<file path="config.mk">
export PLATFORM = sky130hd
export DESIGN_NAME = serial_alu_seq
export DESIGN_NICKNAME = d
export VERILOG_FILES = /design/src/rtl/serial_alu_seq.sv
export SDC_FILE = /design/constraint.sdc
export NUM_CORES = 1
export LEC_CHECK = 0
export BUFFER_PORTS_ARGS = -buffer_cell sky130_fd_sc_hd__buf_2
export CAP_MARGIN = 15
export CORE_MARGIN = 2
export CORE_UTILIZATION = 59
export DETAILED_ROUTE_END_ITERATION = 7
export GPL_TIMING_DRIVEN = 0
export PLACE_DENSITY = 0.86
export SLEW_MARGIN = 20
export SYNTH_ARGS = -nofsm -noshare
export SYNTH_HDL_FRONTEND = slang
export SYNTH_SLANG_ARGS = --single-unit
</file>
<file path="constraint.sdc">
create_clock -name clk -period 7.07 [get_ports clk]
set_input_delay 1.414 -clock clk [delete_from_list [all_inputs] [get_ports clk]]
set_output_delay 1.414 -clock clk [all_outputs]
set_load 0.005 [all_outputs]
</file>
<file path="src/rtl/serial_alu_seq.sv">
// serial_alu_seq: bit-serial ADD/SUB/AND/OR/XOR/SLT/SLTU ALU, LSB first, WIDTH cycles per op.
// Optional zero flag output rsp_zero is enabled by defining SERIAL_ALU_ZERO_FLAG_EN.
module serial_alu_seq #(
  parameter int WIDTH = 32
) (
  input  logic             clk,
  input  logic             rst,
  input  logic             req_valid,
  output logic             req_ready,
  input  logic [2:0]       req_op,
  input  logic [WIDTH-1:0] req_a,
  input  logic [WIDTH-1:0] req_b,
  output logic             rsp_valid,
  input  logic             rsp_ready,
  output logic [WIDTH-1:0] rsp_result,
  output logic             busy
`ifdef SERIAL_ALU_ZERO_FLAG_EN
  ,
  output logic             rsp_zero
`endif
);
  localparam int CW = $clog2(WIDTH);
  typedef enum logic [1:0] {IDLE, RUN, DONE} state_t;
  state_t state;
  logic [WIDTH-1:0] a_sh, b_sh;
  logic [WIDTH-2:0] res;
  logic [2:0] op;
  logic [CW-1:0] cnt;
  logic carry, sub, cmp, bb, sum, cout, rb, flag, last;
  assign sub = op == 3'd1 || op == 3'd5 || op == 3'd6;
  assign cmp = op == 3'd5 || op == 3'd6;
  assign bb = b_sh[0] ^ sub;
  assign sum = a_sh[0] ^ bb ^ carry;
  assign cout = (a_sh[0] & bb) | (carry & (a_sh[0] ^ bb));
  assign rb = op == 3'd0 || op == 3'd1 ? sum :
              op == 3'd2 ? a_sh[0] & b_sh[0] :
              op == 3'd3 ? a_sh[0] | b_sh[0] :
              op == 3'd4 ? a_sh[0] ^ b_sh[0] : 1'b0;
  // Evaluated only in the final RUN cycle, when a_sh[0]/b_sh[0] hold the operand MSBs.
  assign flag = op == 3'd5 ? (a_sh[0] != b_sh[0] ? a_sh[0] : sum) : ~cout;
  assign last = cnt == CW'(WIDTH - 1);
  assign req_ready = state == IDLE && !rst;
  assign rsp_valid = state == DONE;
  assign busy = state != IDLE;
`ifdef SERIAL_ALU_ZERO_FLAG_EN
  logic nz;
`endif
  always_ff @(posedge clk) begin
    if (rst) begin
      state <= IDLE;
      cnt <= '0;
      carry <= 1'b0;
      rsp_result <= '0;
`ifdef SERIAL_ALU_ZERO_FLAG_EN
      nz <= 1'b0;
      rsp_zero <= 1'b0;
`endif
    end else begin
      case (state)
        IDLE: if (req_valid) begin
          state <= RUN;
          a_sh <= req_a;
          b_sh <= req_b;
          op <= req_op;
          cnt <= '0;
          carry <= req_op == 3'd1 || req_op == 3'd5 || req_op == 3'd6;
`ifdef SERIAL_ALU_ZERO_FLAG_EN
          nz <= 1'b0;
`endif
        end
        RUN: begin
          a_sh <= a_sh >> 1;
          b_sh <= b_sh >> 1;
          res <= {rb, res[WIDTH-2:1]};
          carry <= cout;
          cnt <= last ? '0 : cnt + 1'b1;
`ifdef SERIAL_ALU_ZERO_FLAG_EN
          nz <= nz | rb;
`endif
          if (last) begin
            state <= DONE;
            rsp_result <= cmp ? {{(WIDTH-1){1'b0}}, flag} : {rb, res};
`ifdef SERIAL_ALU_ZERO_FLAG_EN
            rsp_zero <= cmp ? ~flag : ~(nz | rb);
`endif
          end
        end
        DONE: if (rsp_ready) state <= IDLE;
        default: state <= IDLE;
      endcase
    end
  end
endmodule

</file>
==> results <==
- The flow ran to the end, and the final reports show no timing, DRC or antenna violations.
- The total congestion overflow after global routing is 0.
- The number of different library cells in the post-synthesis netlist is 33.
- Across the VDD grid, the largest voltage drop is 183 uV.
- The final-report hold violation count is 0.
- The number of fill cells in the layout is 578.
- The static leakage is 2.97 nW.
- The critical setup path kind is primary input to primary output.
- Entering global routing, the biggest net connects 31 pins.
- The worst path required time is 5660 ps.
- The cell area after synthesis is 0.00540 sq mm.
- Summed over all nets, wire length on met3 after detailed routing comes to 675 um.
- The number of cell rows is 34.
- The tightest min-delay check is of the flop to flop type.
- In this design, the largest share of critical-path delay is due to buffers and inverters.
- The clock tree from TritonCTS is built.
- Buffers added to address setup during post-CTS repair amount to 0.
- The number of storage elements in the synthesis netlist is 138.
- In the final timing run, aggregate negative setup slack is 0 ps.
- The layout-stage area growth over the synthesis result is 24.3%.
- STA puts the critical path data arrival time at 2650 ps.
- The library cells used most frequently in the layout, excluding fill and tap cells, are 189 x nand2_1, 118 x buf_2, 98 x edfxtp_1.
- Clock-pin slew was measured on the worst setup and hold paths at 70 ps.
- The setup slack after layout is 3010 ps.
- The maximum net fanout on the critical path is 10.
- The worst setup path is launched from a primary input.
- The congestion estimate from routability-driven global placement came to 0.809.
- Synthesis produced a netlist with a net count of 557.
- Max-cap violations in this run came to 0.
- The number of buffers added by the clock tree synthesis step is 17.
- The proportion of register bits with asynchronous set or reset after synthesis is 0%.
- Across all layers, the routed design uses 3,937 vias.
- The floorplan step defined a die boundary enclosing 0.00994 sq mm.
- The clock insertion delay at the later pin of the skew report is 530 ps.
- The count of buffering cells on the critical path with inverters included is 3.
- The length of the first detailed-routing pass in iterations is 5.
- The number of diodes is 0.
- 106 I/O pins were placed.
- The minimum clock period after layout is 4060 ps.
- Dividing the detail-routed via count by the number of cells gives 5.41.
- The worst max-slew margin expressed relative to the limit is 59.3%.
- The fraction of final layout cells sized beyond drive strength 1 is 26.6%.
- The number of nets in the finished design is 683.
- On the worst path, the slowest cell contributes a delay of 540 ps.
- The area of the core is 0.00881 sq mm.
- The routed metal-1 wirelength is 4730 um.
- The count of unresolved DRC violations after routing is 0.
- The antenna violation net count after detailed routing is 0.
- The post-cts repair resize count is 0.
- The number of failing setup endpoints in the final timing report is 0.
- The overall die width is 99.7 um.
- The number of input and output port buffers inserted is 104.
- Counting along the longest clock path gives a buffer depth of 2.
- In this run, the number of DRC markers left after iteration 0 of detailed routing was 286.
- Prior to clock tree synthesis, the placed netlist has a worst setup slack of 3030 ps.
- The highest metal layer carrying signal wires in the routed design is met4.
- The max-slew violation count is 0.
- The clock tree root buffer cell is clkbuf_8.
- Counting flops with a built-in enable in the synthesized netlist gives 98.
- The warning count from the yosys run is 0.
- Walking the worst path, the cells encountered are clkbuf_1 -> buf_1 -> nor2_1 -> buf_2.
- The global router's overall resource usage is 24.9%.
- The most common cell after layout, fill and taps aside is nand2_1.
- The routed length on met2 is 5890 um.
- The post-synthesis cell count is 481.
- Once the floorplan was initialized, standard cells occupied 61.4% of the core.
- After synthesis, flip-flops and latches occupy 69.3% of the total area.
- The initial antenna violation count is 0.
- For the pin with the worst max-slew slack, the measured transition is 610 ps.
- The portion of the clock cycle consumed by the worst path in the final layout is 57.4%.
- For this design the ratio of total power to cell area is 284 mW/mm^2.
- Based on the critical path, the design can be clocked at up to 0.246 GHz.
- The clock net in this run drives a total of 138 sinks.
- The final layout contains routed wiring with a total length of 11,600 um.
- The first global-routing pass estimated 18,900 um of wire.
- The number of global-route vias before repair came to 3,959.
- A synthesized cell averages 11.2 sq um.
- The half-perimeter wire length after detailed placement is 7400 um.
- The kind of capture point of the worst setup path is a primary output.
- Setup repair after global routing left no endpoint under its margin.
- Clock skew on the completed layout was measured at 8.23 ps.
- For this design, the CTS-stage hold fixing added 0 buffers.
- Measured along the y axis, the die boundary spans 99.7 um.
- The detailed-route wire length per cell is 15.9 um.
- The H-tree generated during clock tree synthesis spans 4 levels.
- The slowest stage of the critical path is the buf_1 cell.
- In the synthesized netlist the dominant register cell turns out to be edfxtp_1.
cell type report:
class	instances	area, sq um	share of cell area, %
clock inverter	15	154	2.29
timing repair buffer	107	596	8.87
tap	108	135	2.01
inverter	6	22.5	0.335
clock buffer	17	414	6.17
multi-input combinational	310	1510	22.5
buffer	27	141	2.10
sequential	138	3740	55.7
registers in the layout, summed over array words and instances (netlist names):
name        cells
a_sh           32
carry           1
state           2
rsp_result     32
res            31
op              3
cnt             5
b_sh           32
cell usage after synthesis, types with 4 or more instances:
library cell	count	share of area [%]
nor2b_1	4	0.46
buf_2	14	1.3
nor3_1	6	0.56
dfxtp_1	40	15
clkbuf_1	8	0.56
a21oi_1	6	0.56
a22oi_1	33	4.6
nand2_1	189	13
nor2_1	42	2.9
edfxtp_1	98	54
ha_1	4	0.93
inv_1	6	0.42
cells by family after synthesis:
family	Yosys count	share of synthesized area, %
AOI/OAI and AO/OA	47	6.67
DFF	138	69.3
xor gates and xnor gates	2	0.463
buffers and inverters	33	3.03
and+or+nand+nor	253	18.7
muxes	3	0.556
adders and majority gates	5	1.30
per-stage QoR:
step                cell area [sq um]  hold slack (ps)  power (mW)  utilization [%]  instances
floorplan                        5400              427        1.01                -        481
global placement                 6060              431        1.05             68.8        693
detailed placement               6150              435        1.06             69.8        696
CTS                              6720              455        1.92             76.3        728
global route                     6720              465        1.97             76.3        728
finish                           6720              457        1.91             76.3        728
power breakdown:
part	leakage, nW	total, mW	switching [mW]	internal [mW]
combinational	1.44	0.123	0.0751	0.0481
clock	0.281	0.859	0.377	0.482
sequential	1.25	0.926	0.0150	0.911
total	2.97	1.91	0.468	1.44
layer usage:
layer	vias up	global-route usage [%]
met5	-	0
met4	0	10.1
met3	33	5.41
met2	149	43.1
met1	1857	30.6
li1	1898	-
path summary, 6_finish.rpt:
path / start / to / slack, ps / cells past startpoint
max: rst / req_ready / 3010 / 4
min: res[14]$_DFFE_PP_ / res[13]$_DFFE_PP_ / 460 / 0
max reg2reg: op[1]$_DFFE_PP_ / rsp_result[0]$_SDFFE_PP0P_ / 4810 / 8
min reg2reg: res[14]$_DFFE_PP_ / res[13]$_DFFE_PP_ / 460 / 0
Power figures use the tool's default switching activity.
